[src/rtl/mldsa_pkg.sv]
// rtl/mldsa_pkg.sv - ML-DSA shared constants, eta encoding and sampler FSM states
package mldsa_pkg;

   localparam int N      = 256;
   localparam int Q      = 8380417;
   localparam int COEF_W = 23;

   typedef enum logic {
      ETA2 = 1'b0,
      ETA4 = 1'b1
   } eta_t;

   typedef enum logic [1:0] {
      S_IDLE = 2'd0,
      S_RUN  = 2'd1,
      S_DONE = 2'd2
   } state_t;

   // b mod 5 for a half-byte, as a table instead of a divider
   function automatic logic [2:0] mod5(input logic [3:0] b);
      logic [2:0] r;
      r = 3'd0;
      case (b)
         4'd1, 4'd6, 4'd11:  r = 3'd1;
         4'd2, 4'd7, 4'd12:  r = 3'd2;
         4'd3, 4'd8, 4'd13:  r = 3'd3;
         4'd4, 4'd9, 4'd14:  r = 3'd4;
         default:            r = 3'd0;
      endcase
      return r;
   endfunction

endpackage

[src/rtl/expand_s_rej_sampler_if.sv]
// rtl/expand_s_rej_sampler_if.sv - squeeze-word input and coefficient output bundle
// Optional rej_cnt signal present when EXPANDS_REJ_CNT_EN is defined.
interface expand_s_rej_sampler_if;
   import mldsa_pkg::*;

   logic              start;
   logic              eta_sel;
   logic [63:0]       word_in;
   logic              word_valid;
   logic              word_ready;
   logic [COEF_W-1:0] coef_out;
   logic [7:0]        coef_idx;
   logic              coef_valid;
   logic              coef_ready;
   logic              busy;
   logic              done;
`ifdef EXPANDS_REJ_CNT_EN
   logic [11:0]       rej_cnt;
`endif

   modport slave (
      input  start, eta_sel, word_in, word_valid, coef_ready,
      output word_ready, coef_out, coef_idx, coef_valid, busy, done
`ifdef EXPANDS_REJ_CNT_EN
      , output rej_cnt
`endif
   );

   modport master (
      output start, eta_sel, word_in, word_valid, coef_ready,
      input  word_ready, coef_out, coef_idx, coef_valid, busy, done
`ifdef EXPANDS_REJ_CNT_EN
      , input rej_cnt
`endif
   );

endinterface

[src/rtl/rej_eta_map.sv]
// rtl/rej_eta_map.sv - half-byte rejection test and mapping to [-eta, eta] mod Q
module rej_eta_map
   import mldsa_pkg::*;
(
   input  logic [3:0]        nibble,
   input  logic              eta_sel,
   output logic              accept,
   output logic [COEF_W-1:0] coef
);

   logic [3:0] x;
   logic [3:0] e;

   always_comb begin
      accept = 1'b0;
      x      = 4'd0;
      e      = 4'd0;
      coef   = '0;
      if (eta_sel == ETA4) begin
         accept = (nibble < 4'd9);
         x      = nibble;
         e      = 4'd4;
      end else begin
         accept = (nibble < 4'd15);
         x      = {1'b0, mod5(nibble)};
         e      = 4'd2;
      end
      // value is e - x; negatives wrap to Q + (e - x)
      if (x <= e)
         coef = COEF_W'(e - x);
      else
         coef = COEF_W'(Q) + COEF_W'(e) - COEF_W'(x);
   end

endmodule

[src/rtl/expand_s_rej_sampler.sv]
// rtl/expand_s_rej_sampler.sv - RejBoundedPoly sampler on the SHAKE256 squeeze stream
// Optional: EXPANDS_REJ_CNT_EN adds a saturating rejected-nibble counter on rej_cnt.
module expand_s_rej_sampler
   import mldsa_pkg::*;
(
   input  logic                    clk,
   input  logic                    reset,
   expand_s_rej_sampler_if.slave   bus
);

   state_t            state;
   state_t            state_nx;
   logic              eta_q;
   logic [63:0]       wbuf;
   logic              wbuf_vld;
   logic [3:0]        ptr;
   logic [7:0]        cnt;

   logic [3:0]        nib;
   logic              acc;
   logic [COEF_W-1:0] coef;
   logic              run;
   logic              exam;
   logic              coef_hs;
   logic              consumed;
   logic              last_hs;
   logic              word_hs;

   assign nib = wbuf[{ptr, 2'b00} +: 4];

   rej_eta_map u_map (
      .nibble  (nib),
      .eta_sel (eta_q),
      .accept  (acc),
      .coef    (coef)
   );

   assign run      = (state == S_RUN);
   assign exam     = run & wbuf_vld;
   assign coef_hs  = exam & acc & bus.coef_ready;
   assign consumed = exam & (~acc | bus.coef_ready);
   assign last_hs  = coef_hs & (cnt == 8'd255);

   // refill when empty or while the last nibble drains; never on the final coefficient
   assign bus.word_ready = run & (~wbuf_vld | ((ptr == 4'd15) & consumed)) & ~last_hs;
   assign word_hs        = bus.word_valid & bus.word_ready;

   assign bus.coef_valid = exam & acc;
   assign bus.coef_out   = bus.coef_valid ? coef : '0;
   assign bus.coef_idx   = cnt;
   assign bus.busy       = run;
   assign bus.done       = (state == S_DONE);

   always_ff @(posedge clk or posedge reset) begin
      if (reset)
         state <= S_IDLE;
      else
         state <= state_nx;
   end

   always_comb begin
      state_nx = state;
      case (state)
         S_IDLE:  if (bus.start) state_nx = S_RUN;
         S_RUN:   if (last_hs)   state_nx = S_DONE;
         S_DONE:  state_nx = S_IDLE;
         default: state_nx = S_IDLE;
      endcase
   end

   always_ff @(posedge clk or posedge reset) begin
      if (reset) begin
         eta_q    <= 1'b0;
         wbuf     <= '0;
         wbuf_vld <= 1'b0;
         ptr      <= 4'd0;
         cnt      <= 8'd0;
      end else begin
         case (state)
            S_IDLE: begin
               if (bus.start) begin
                  eta_q    <= bus.eta_sel;
                  wbuf_vld <= 1'b0;
                  ptr      <= 4'd0;
                  cnt      <= 8'd0;
               end
            end
            S_RUN: begin
               if (coef_hs)
                  cnt <= cnt + 8'd1;
               // polynomial complete: discard whatever is left of the word
               if (last_hs) begin
                  wbuf_vld <= 1'b0;
                  ptr      <= 4'd0;
               end else begin
                  if (consumed) begin
                     ptr <= ptr + 4'd1;
                     if (ptr == 4'd15)
                        wbuf_vld <= 1'b0;
                  end
                  if (word_hs) begin
                     wbuf     <= bus.word_in;
                     wbuf_vld <= 1'b1;
                  end
               end
            end
            default: ;
         endcase
      end
   end

`ifdef EXPANDS_REJ_CNT_EN
   logic [11:0] rej_q;

   always_ff @(posedge clk or posedge reset) begin
      if (reset)
         rej_q <= 12'd0;
      else if ((state == S_IDLE) && bus.start)
         rej_q <= 12'd0;
      else if (consumed && !acc && (rej_q != 12'hFFF))
         rej_q <= rej_q + 12'd1;
   end

   assign bus.rej_cnt = rej_q;
`endif

endmodule

[src/flat_wrapper.sv]
// flat-port wrapper written by rule: the top's interface ports become plain ports
module expand_s_rej_sampler_flat import mldsa_pkg::*;
  (clk, reset, bus_start, bus_eta_sel, bus_word_in, bus_word_valid, bus_coef_ready, bus_word_ready, bus_coef_out, bus_coef_idx, bus_coef_valid, bus_busy, bus_done);
  expand_s_rej_sampler_if bus_i ();
  input  logic clk;
  input  logic reset;
  input wire logic [$bits(bus_i.start)-1:0] bus_start;
  input wire logic [$bits(bus_i.eta_sel)-1:0] bus_eta_sel;
  input wire logic [$bits(bus_i.word_in)-1:0] bus_word_in;
  input wire logic [$bits(bus_i.word_valid)-1:0] bus_word_valid;
  input wire logic [$bits(bus_i.coef_ready)-1:0] bus_coef_ready;
  output wire logic [$bits(bus_i.word_ready)-1:0] bus_word_ready;
  output wire logic [$bits(bus_i.coef_out)-1:0] bus_coef_out;
  output wire logic [$bits(bus_i.coef_idx)-1:0] bus_coef_idx;
  output wire logic [$bits(bus_i.coef_valid)-1:0] bus_coef_valid;
  output wire logic [$bits(bus_i.busy)-1:0] bus_busy;
  output wire logic [$bits(bus_i.done)-1:0] bus_done;
  assign bus_i.start = bus_start;
  assign bus_i.eta_sel = bus_eta_sel;
  assign bus_i.word_in = bus_word_in;
  assign bus_i.word_valid = bus_word_valid;
  assign bus_i.coef_ready = bus_coef_ready;
  assign bus_word_ready = bus_i.word_ready;
  assign bus_coef_out = bus_i.coef_out;
  assign bus_coef_idx = bus_i.coef_idx;
  assign bus_coef_valid = bus_i.coef_valid;
  assign bus_busy = bus_i.busy;
  assign bus_done = bus_i.done;
  expand_s_rej_sampler u_core (.clk(clk), .reset(reset), .bus(bus_i));
endmodule
[config.mk]
export PLATFORM = sky130hd
export DESIGN_NAME = expand_s_rej_sampler_flat
export DESIGN_NICKNAME = d
export VERILOG_FILES = /design/src/rtl/mldsa_pkg.sv /design/src/rtl/expand_s_rej_sampler_if.sv /design/src/rtl/rej_eta_map.sv /design/src/rtl/expand_s_rej_sampler.sv /design/src/flat_wrapper.sv
export SDC_FILE = /design/constraint.sdc
export NUM_CORES = 1
export LEC_CHECK = 0
export CAP_MARGIN = 20
export CORE_MARGIN = 5
export CORE_UTILIZATION = 36
export DETAILED_ROUTE_END_ITERATION = 8
export PLACE_DENSITY = 0.61
export REMOVE_ABC_BUFFERS = 1
export SKIP_LAST_GASP = 1
export SLEW_MARGIN = 20
export SYNTH_ARGS = -nofsm -noshare
export SYNTH_HDL_FRONTEND = slang
export SYNTH_SLANG_ARGS = --single-unit
[constraint.sdc]
create_clock -name clk -period 6.2 [get_ports clk]
set_input_delay 0.62 -clock clk [delete_from_list [all_inputs] [get_ports clk]]
set_output_delay 0.62 -clock clk [all_outputs]
set_load 0.01 [all_outputs]
; ---- Word level (Yosys, flattened, before mapping)
; Memory sizes are Yosys's and may differ from the RTL's.
; Index checks and enable logic that the tools add are counted.
[totals]
ff_bits = 80
romBits = 48
memories = 1
ram_bits = 0
latch_bits = 0
inputBits = 70
[op_classes]
reduce_logical = 8
n_bitwise = 14
n_eq_ne = 10
mul = 0
shifts = 1
muxes = 21
div = 0
n_lt_le_gt_ge = 3
add_sub_neg = 5
[memory_table]
columns = name, words, width, rd, rd_ports_with_merged_regs, wr, line
row1 = (no name shown), 16, 3, 1, 0, 0, mldsa_pkg.sv:23  ; case (b)
[ops]
columns = operator, n
row1 = variable part select 64 x 7 -> 4 bit, 1
row2 = 2-to-1 mux 23 bit, 2
row3 = 2-to-1 mux 4 bit, 4
row4 = 2-to-1 mux 8 bit, 2
row5 = one-hot mux 8 bit (2 select lines), 1
row6 = subtractor 15 x 5 -> 16 bit, 1
row7 = "adder 14 x 4 -> 15 bit, first input constant", 1
row8 = AND 1 bit, 9
row9 = AND reduction 3 bit, 3
row10 = "adder 8 x 1 -> 8 bit, second input constant", 1
row11 = "== test 8 bit, second input constant", 1
row12 = "< comparator 4 bit, second input constant", 2
row13 = "inequality test 4 bit, second input constant", 2
row14 = one-hot mux 4 bit (2 select lines), 1
row15 = 2-to-1 mux 1 bit, 6
row16 = "inequality test 2 bit, second input constant", 3
row17 = subtractor 4 x 4 -> 5 bit, 1
row18 = "adder 4 x 1 -> 4 bit, second input constant", 1
row19 = "== test 4 bit, second input constant", 1
row20 = less-or-equal comparator 4 bit, 1
row21 = 2-to-1 mux 2 bit, 2
row22 = one-hot mux 2 bit (2 select lines), 1
row23 = AND reduction 2 bit, 2
row24 = AND reduction 4 bit, 1
row25 = 9 further kinds, 12

; ---- Longest topological paths before layout
; Gate-level depths: netlist of run 1.
[logic_depth]
depth_word = 14
mapped_depth = 16
ltp_nobuf = 14

; ---- Cells and area by module
; A second synthesis of run 1 with hierarchy kept.
[unflattened]
cells_unflattened = 383
area_unflattened_um2 = 4885.9
[modules_own_cells]
columns = mod, n_inst, cells_per_inst, area_each_um2
row1 = expand_s_rej_sampler, 1, 299, 4239.1
row2 = rej_eta_map, 1, 84, 646.9

; ---- Least setup slack after synthesis of run 1
; Ideal clock, no wire load.
[synth_timing]
path_type = register to output
from = reg u_core.ptr[0]
to = out bus_coef_out[10]
slack_ns = 0.915
arrival_time_ns = 4.665
path_stages_with_launch = 16
path_buffers = 3
path_cell_list = dfrtp_1 -> buf_2 -> buf_4 -> mux4_2 -> mux4_2 -> inv_2 -> ha_1 -> inv_1 -> mux2i_1 -> and3_1 -> or4_1 -> ha_1 -> nor3_1 -> a211oi_4 -> o31ai_1 -> buf_4
[synth_between]
elab_chain_cells = 6
[synth_lines]
columns = element, line
row1 = from (decl), expand_s_rej_sampler.sv:16  ; logic [3:0] ptr;
row2 = from (signal assigned), expand_s_rej_sampler.sv:97  ; ptr <= ptr + 4'd1;
row3 = variable part select 64 x 7 -> 4 bit (*), expand_s_rej_sampler.sv:29  ; assign nib = wbuf[{ptr, 2'b00} +: 4];
row4 = memory read (16 x 3 bit), --
row5 = 2-to-1 mux 4 bit, rej_eta_map.sv:19  ; if (eta_sel == ETA4) begin
row6 = subtractor 15 x 5 -> 16 bit (tied with other cells), rej_eta_map.sv:32  ; coef = COEF_W'(Q) + COEF_W'(e) - COEF_W'(x);
row7 = 2-to-1 mux 23 bit, rej_eta_map.sv:29  ; if (x <= e)
row8 = 2-to-1 mux 23 bit (*), expand_s_rej_sampler.sv:49  ; assign bus.coef_out = bus.coef_valid ? coef : '0;
row9 = to (decl), flat_wrapper.sv:13  ; output wire logic [$bits(bus_i.coef_out)-1:0] bus_coef_out;
; Every way passes the cells marked *; elsewhere a longest branch is shown, timed or not.

; ---- Worst setup path after layout of run 1
[layout_timing]
from = reg u_core.ptr[1]
to = out bus_coef_out[16]
; The elaborated chain is that of the path after synthesis.

==> results.toml, run 1 <==
[status]
status = "completed"

[floorplanning]
die_h_um = 122
die_area_mm2 = 0.0149
core_mm2 = 0.0125
die_x_um = 122
rows = 41
ios = 105
initial_utilization_pct = 36.3

[layout]
nets = 547
post_route_cells_drive_above_1_share_pct = 10.5
area_growth_pct = 30.0
register_area_mm2 = 0.00200
multi_input_area_mm2 = 0.00221
diodes = 0
n_fill_cell = 1147

[grt]
grt_max_degree = 81
grt_util_all_layers_pct = 14.2
grt_first_pass_wirelength_um = 16700
grt_pass1_vias = 3414
antenna_found_initial = 0
globalRoute.totalOverflow = 0

[routing]
ant_nets = 0
wl_um = 10000
vias_per_cell = 4.94
first_iter_violations = 124
drc = 0
drt-wirelength-per-cell_um = 15.7
vias = 3149
dr.pass1.iters = 4

[hold_path]
min_path_type = "reg -> reg"

[setup_path]
arrival_ns = 5.05
startpoint_type = "flop"
critical_path_required_ns = 5.58
cp-end-kind = "output port"
path_max_fanout = 19
path_class = "reg -> out"

[timing]
hold_ws_ns = 0.479
fin_crit_sh_pct = 91.4
fin_skew_ns = 0.00608
worst_pin_slew_ns = 0.848
hold_viol = 0
slew_headroom_pct = 43.5
fin_crit_ns = 5.67
finalSetupViolCount = 0
rsz0062_at_grt = "false"
slew_viol_final = 0
clock.fmax_ghz = 0.176

[place]
dp_hpwl_um = 7580
place_congestion = 0.808
portBuffers = 104

[logic_synthesis]
ys_ff_latch = 80
syn_inst = 376
muxShareOfSynthArea_pct = 26.1
ys.flop_type = "dfrtp_1"
synth_edf_count = 0
synth-xor-area-share_pct = 1.36
async_reset_ff_share_pct = 100
syn_area_mm2 = 0.00452
yosysUniqueCellTypes = 52
synth.avg_cell_area_um2 = 12.0
yosysSeqAreaShare_pct = 44.3
synthSimpleGateAreaFrac_pct = 9.99
synth_compound_area_share_pct = 6.78
synth_top_family_by_area = "multiplexers"
synth_fa_ha_area_share_pct = 4.48
yosys_warnings = 0

[job]
cap_viol_max_count = 0

[clocking]
cts_hold_buf = 0
numCtsBuffers = 9
cts_sinks = 80
clock_latency_ns = 0.34
clock_path_buffers = 2
path_clk_slew_ns = 0.06
cts_tree = "yes"
htree_levels = 3
clock-root-buffer = "clkbuf_16"
[critical path, cell delays in order, from the launching register on]
cell and delay (ns):
dfrtp_1 0.49, buf_4 0.33, mux4_2 0.35, mux4_2 0.52, inv_2 0.13, ha_1 0.23, inv_1 0.07, mux2i_1 0.06
and3_1 0.21, or4_1 0.62, fa_1 0.48, a31oi_1 0.21, inv_1 0.08, a21oi_2 0.30, clkdlybuf4s50_1 0.62
[state kept, by name (all words and copies together), names as in the netlist]
name,count
u_core.state,2
u_core.wbuf,64
u_core.bus.coef_idx,8
u_core.ptr,4
u_core.wbuf_vld,1
u_core.eta_q,1
[routing by layer]
layer,up-vias,global-route usage [%],share of wire (%)
met3,10,3.44,5.7
met5,-,0,0
met2,97,22.6,46
met4,0,5.32,1.5
li1,1489,-,-
met1,1553,18.9,47
[cell type report]
| cell class | instances | area share [%] |
|---|---|---|
| inverters | 17 | 1.11 |
| flip-flops and latches | 80 | 34.0 |
| well taps | 172 | 3.66 |
| clock inverters | 4 | 0.936 |
| repair buffers | 110 | 18.5 |
| clock buffers | 11 | 4.13 |
| multi-input cells | 244 | 37.6 |
[cells by family after synthesis]
family	count (synthesis)
muxes	92
and+or+nand+nor	88
DFF	80
buffers and inverters	52
AOI/OAI and AO/OA	42
adders and majority gates	15
xor gates and xnor gates	7
[final timing paths]
kind	start	end	slack [ns]	depth (start not counted)
max in group asynchronous	reset	u_core.wbuf[46]	4.92	3
min in group asynchronous	reset	u_core.wbuf[13]	0.79	3
hold reg to reg	u_core.wbuf[31]	u_core.wbuf[31]	0.48	1
setup reg to reg	u_core.ptr[1]	u_core.wbuf[53]	2.13	10
hold / removal	u_core.wbuf[31]	u_core.wbuf[31]	0.48	1
setup / recovery	u_core.ptr[1]	bus_coef_out[16]	0.53	14
[metrics by stage]
step | instances | TNS, ns | setup slack, ns | instance area (µm²) | utilization (%)
5_1_grt | 638 | 0 | 0.215 | 5880 | 47.2
4_1_cts | 638 | 0 | 0.290 | 5870 | 47.1
2_1_floorplan | 341 | -2.71 | -0.301 | 4270 | -
3_5_place_dp | 623 | 0 | 0.673 | 5570 | 44.7
6_report | 638 | 0 | 0.531 | 5880 | 47.2
3_3_place_gp | 623 | 0 | 0.842 | 5570 | 44.7
[cells in the final DEF, fill, tap and decap left out, types with 4 or more instances in the layout]
master	count
a21oi_1	4
and2_1	4
and3_1	4
buf_4	5
clkbuf_16	9
clkdlybuf4s50_1	104
dfrtp_1	80
ha_1	13
inv_1	14
mux2_1	65
mux2i_1	11
mux4_2	14
nand2_1	20
nand2b_1	4
nand3_1	9
nor2_1	22
nor2b_1	4
nor3_1	4
nor3_2	4
o21ai_0	4
o21ai_1	8
xnor2_1	4
[cells in the mapped netlist, types with 2 or more instances]
cell type	count	area share (%)
a21oi_1	5	0.55
a22o_1	3	0.58
a31oi_1	3	0.41
and2_1	5	0.69
and3_1	4	0.55
buf_2	7	0.77
buf_4	18	3.0
buf_6	6	1.5
clkbuf_1	4	0.33
dfrtp_1	80	44
fa_1	2	0.89
ha_1	13	3.6
inv_1	15	1.2
inv_2	2	0.17
mux2_1	65	16
mux2i_1	11	2.4
mux4_2	14	7.0
nand2_1	20	1.7
nand2b_1	4	0.55
nand3_1	9	1.0
nand4_1	3	0.41
nor2_1	22	1.8
nor2b_1	4	0.55
nor3_1	4	0.44
nor3_2	4	0.89
o211ai_1	2	0.33
o21a_1	2	0.33
o21ai_0	4	0.44
o21ai_1	8	0.89
o31ai_1	3	0.50
or2_1	2	0.28
or4_1	3	0.50
xnor2_1	4	0.77
xor2_1	3	0.58
[what timing repair did]
item / 4_1_cts / 5_1_grt
resized for setup: 0 / 1
setup buffers: 0 / 0
setup endpoints to repair: 0 / 9
Power of run 1 is not shown: default switching activity piles up to over one toggle a cycle in this logic, so the estimate is an artifact.
==> run 2, diff against run 1 <==
SKIP_LAST_GASP = default   (was 1)
==> results of run 2 <==
Same layout as run 1: the final DEF is identical, and so are final timing and power.
Power of run 2 is left out for the same reason.
